`src/rtl/demux_1to4_reg.sv`:
```
// Registered 1-to-4 demultiplexer with valid/ready on the input and on each output channel.
// Define DEMUX_CNT_EN to add the 16-bit accepted-beat counter output cnt_total.
module demux_1to4_reg #(
    parameter int WIDTH = 8
) (
    input  logic               clk,
    input  logic               rst,
    input  logic [WIDTH-1:0]   in_data,
    input  logic [1:0]         in_sel,
    input  logic               in_valid,
    output logic               in_ready,
    output logic [4*WIDTH-1:0] out_data,
    output logic [3:0]         out_valid,
    input  logic [3:0]         out_ready
`ifdef DEMUX_CNT_EN
    ,
    output logic [15:0]        cnt_total
`endif
);

    logic [3:0]       valid_reg;
    logic [3:0]       valid_next;
    logic [WIDTH-1:0] data_reg  [4];
    logic [WIDTH-1:0] data_next [4];
    logic [3:0]       load;
    logic             in_fire;

    // Only the addressed channel can stall the input; a draining channel can be refilled
    // in the same cycle, which is what allows one beat per cycle on a single channel.
    assign in_ready = !rst && (!valid_reg[in_sel] || out_ready[in_sel]);
    assign in_fire  = in_valid && in_ready;

    genvar gi;
    generate
        for (gi = 0; gi < 4; gi++) begin : g_chan
            assign load[gi]       = in_fire && (in_sel == 2'(gi));
            // A load wins over a drain; otherwise the beat stays until its sink takes it.
            assign valid_next[gi] = load[gi] || (valid_reg[gi] && !out_ready[gi]);
            assign data_next[gi]  = load[gi] ? in_data : data_reg[gi];
            assign out_data[gi*WIDTH +: WIDTH] = data_reg[gi];
        end
    endgenerate

    assign out_valid = valid_reg;

    always_ff @(posedge clk) begin
        if (rst) begin
            valid_reg <= 4'b0000;
            for (int k = 0; k < 4; k++) begin
                data_reg[k] <= '0;
            end
        end else begin
            valid_reg <= valid_next;
            for (int k = 0; k < 4; k++) begin
                data_reg[k] <= data_next[k];
            end
        end
    end

`ifdef DEMUX_CNT_EN
    logic [15:0] cnt_reg;
    logic [15:0] cnt_next;

    // Counts accepted input beats only; wraps naturally at 16 bits.
    assign cnt_next  = in_fire ? cnt_reg + 16'd1 : cnt_reg;
    assign cnt_total = cnt_reg;

    always_ff @(posedge clk) begin
        if (rst) begin
            cnt_reg <= 16'd0;
        end else begin
            cnt_reg <= cnt_next;
        end
    end
`endif

endmodule

```
`config.mk`:
```
export PLATFORM = sky130hd
export DESIGN_NAME = demux_1to4_reg
export DESIGN_NICKNAME = d
export VERILOG_FILES = /design/src/rtl/demux_1to4_reg.sv
export SDC_FILE = /design/constraint.sdc
export NUM_CORES = 1
export LEC_CHECK = 0
export CORE_ASPECT_RATIO = 1.2
export CORE_UTILIZATION = 42
export CTS_BUF_LIST = sky130_fd_sc_hd__clkbuf_8
export CTS_CLUSTER_SIZE = 25
export DETAILED_ROUTE_END_ITERATION = 8
export GPL_TIMING_DRIVEN = 0
export PLACE_DENSITY = 0.84
export SYNTH_ARGS = -nofsm -noshare
export SYNTH_HDL_FRONTEND = slang
export SYNTH_SLANG_ARGS = --single-unit
```
`constraint.sdc`:
```
create_clock -name clk -period 1.5 [get_ports clk]
set_clock_uncertainty 0.15 [all_clocks]
set_input_delay 0.3 -clock clk [delete_from_list [all_inputs] [get_ports clk]]
set_output_delay 0.3 -clock clk [all_outputs]
set_load 0.01 [all_outputs]
```
==> impl_metrics.py <==
metrics = {
    "sta": {
        "hold_viol": 0,
        "finalCritPeriodShare_pct": 126,
        "slew_headroom_pct": 63.4,
        "finalCriticalPeriod_ps": 1900,
        "worst_pin_slew_ps": 548,
        "fmax_ghz": 0.528,
        "setup_tns_ps": -395,
        "grt_setup_unrepaired": "true",
        "setup_viol": 1,
        "drv_slew": 0,
        "setup_ws_ps": -395,
    },
    "finish": {
        "area_growth_pct": 42.9,
        "design_area_um2": 2310,
        "utilization_pct": 63.2,
        "fin_cells": 294,
        "mostFrequentLayoutCells": "dlygate4sd2_1 (40), nand4_1 (32), dfxtp_1 (32)",
        "diodes": 0,
        "final_layout_size_suffix_gt1_share_pct": 15.3,
        "register_area_um2": 726,
        "num-fill-cells": 359,
        "final_nets": 258,
        "multi_input_area_um2": 812,
        "largest_reg_flops": 32,
        "final_common_cell": "dlygate4sd2_1",
    },
    "power_and_ir_drop": {
        "peakVddDrop_mv": 0.824,
        "power.density_nw_per_um2": 848,
        "p_leak_nw": 1.02,
    },
    "yosys": {
        "synth_cells": 182,
        "ys_ff_latch": 36,
        "ys_seq_area_share_pct": 44.5,
        "synth_area_um2": 1620,
        "ys_types": 23,
        "syn_area_per_cell_um2": 8.90,
        "synth-warning-count": 0,
        "synthesis.nets": 199,
    },
    "setup_path": {
        "path_cells": "nor2b_4, mux4_2, nor2_4, buf_6",
        "required_ps": 1050,
        "cp_slowest_stage_delay_ps": 490,
        "cp_slowest_cell": "mux4_2",
        "start_kind": "flip-flop",
        "critPathArrivalTime_ps": 1450,
        "reg2reg_slack_ps": 160,
        "criticalPathCategory": "flip-flop to output port",
        "path_buf_inv": 1,
        "crit_fanout": 2,
        "worstSetupEndpointType": "output port",
        "path_delay_family": "multiplexers",
    },
    "drt": {
        "firstDrtPassIters": 7,
        "post_drt_wl_per_cell_um": 16.1,
        "drt_wl_total_um": 4750,
        "drt_iter0_drc": 45,
        "post-route-drc-count": 0,
        "vias_per_cell": 5.80,
        "postRouteAntennaNets": 0,
        "dr_total_vias": 1705,
    },
    "run": {
        "maxCapViolCount": 0,
    },
    "place": {
        "gp_congestion": 0.881,
        "place_inst": 284,
        "hpwl_um": 3180,
        "placed_area_um2": 2220,
        "port-buffer-count": 50,
    },
    "clock_network": {
        "htreeDepth": 2,
        "cts_root_buffer": "clkbuf_8",
        "cts_tree": "done",
        "numCtsBuffers": 5,
        "cts_sinks": 36,
        "clk_pin_slew_ps": 60,
        "hold_buffers": 0,
        "cts_buffer_depth": 2,
        "insertion_delay_ps": 290,
    },
    "global_routing": {
        "grt_pass1_vias": 1589,
        "overflow": 0,
        "antenna_found_initial": 0,
        "grt_usage_pct": 24.7,
        "grt_max_degree": 11,
        "grt_pass1_wl_um": 7540,
    },
    "outcome": {
        "status": "finished with violations",
        "failed_checks": "negative setup slack",
    },
    "die": {
        "die_h_um": 70.0,
        "start_util_pct": 44.2,
        "io_pins": 54,
        "num_rows": 24,
        "dieArea_um2": 4110,
        "coreArea_um2": 3660,
        "die_w_um": 58.7,
    },
    "worst_hold_path": {
        "min_path_type": "primary input to flip-flop",
    },
}
[metal layers]
metal  wire length (µm)  global-route usage (%)  up-vias
li1                   -                       -      822
met1               2060                    32.0      806
met2               2320                    37.9       67
met3                264                    5.74       10
met4                 99                    12.2        0
met5                  0                       0        -
[cell type report]
| type | instances | area share, % |
|---|---|---|
| inverter | 2 | 0.486 |
| timing repair buffer | 56 | 21.2 |
| clock inverter | 2 | 0.324 |
| sequential | 36 | 31.4 |
| multi-input combinational | 118 | 35.1 |
| tap | 52 | 2.81 |
| clock buffer | 6 | 3.57 |
| buffer | 22 | 5.14 |
[cell usage after synthesis]
cell type / count / area [µm²]
and3b_1: 1 / 8.76
buf_2: 4 / 20.0
nand4_1: 32 / 200
o31ai_1: 16 / 120
nor3b_2: 1 / 12.5
dfxtp_1: 36 / 721
nand2_1: 16 / 60.1
nand3b_1: 3 / 22.5
buf_6: 2 / 22.5
o311ai_1: 2 / 17.5
nand2b_1: 4 / 25.0
inv_1: 1 / 3.75
mux4_1: 1 / 26.3
o311ai_0: 14 / 123
nor2b_1: 4 / 25.0
clkinv_1: 1 / 3.75
clkbuf_1: 18 / 67.6
buf_1: 1 / 3.75
nor2_1: 1 / 3.75
buf_8: 1 / 15.0
nand3_1: 2 / 10.0
or3b_1: 1 / 8.76
a21oi_1: 20 / 100
[per-stage QoR]
step | setup slack, ps | hold WS [ps] | power [mW]
6_report | -395 | 87.2 | 1.96
5_1_grt | -428 | 93.0 | 2.03
4_1_cts | -392 | 77.1 | 1.97
3_5_place_dp | -1130 | 310 | 1.30
3_3_place_gp | -1110 | 303 | 1.29
2_1_floorplan | -176 | 286 | 1.15
[report_power, final]
part           total, mW  leakage (nW)  switching (mW)  internal [mW]
clock network      0.691        0.0538           0.331          0.360
registers          0.999         0.294          0.0138          0.985
logic              0.272         0.672           0.159          0.113
[path summary, 6_finish.rpt]
check                         startpoint                     endpoint  cells past startpoint
min reg2reg  data_reg[0][6]$_SDFFE_PP0P_  data_reg[0][6]$_SDFFE_PP0P_                      2
max              out_valid[3]$_SDFF_PP0_                     in_ready                      4
max reg2reg      out_valid[1]$_SDFF_PP0_  data_reg[1][0]$_SDFFE_PP0P_                      4
min                                  rst  data_reg[3][4]$_SDFFE_PP0P_                      2
[logic make-up after synthesis]
group,synth area share (%)
simple gates,23.2
compound gates,22.2
flops,44.5
buf+inv,8.42
mux,1.62
[timing repair]
item                                    CTS  global route
setup buffers                             6             0
gates resized for setup                  59             6
pin swaps                                 1             0
endpoints found under the setup margin   69            10
Power figures use the tool's default switching activity.
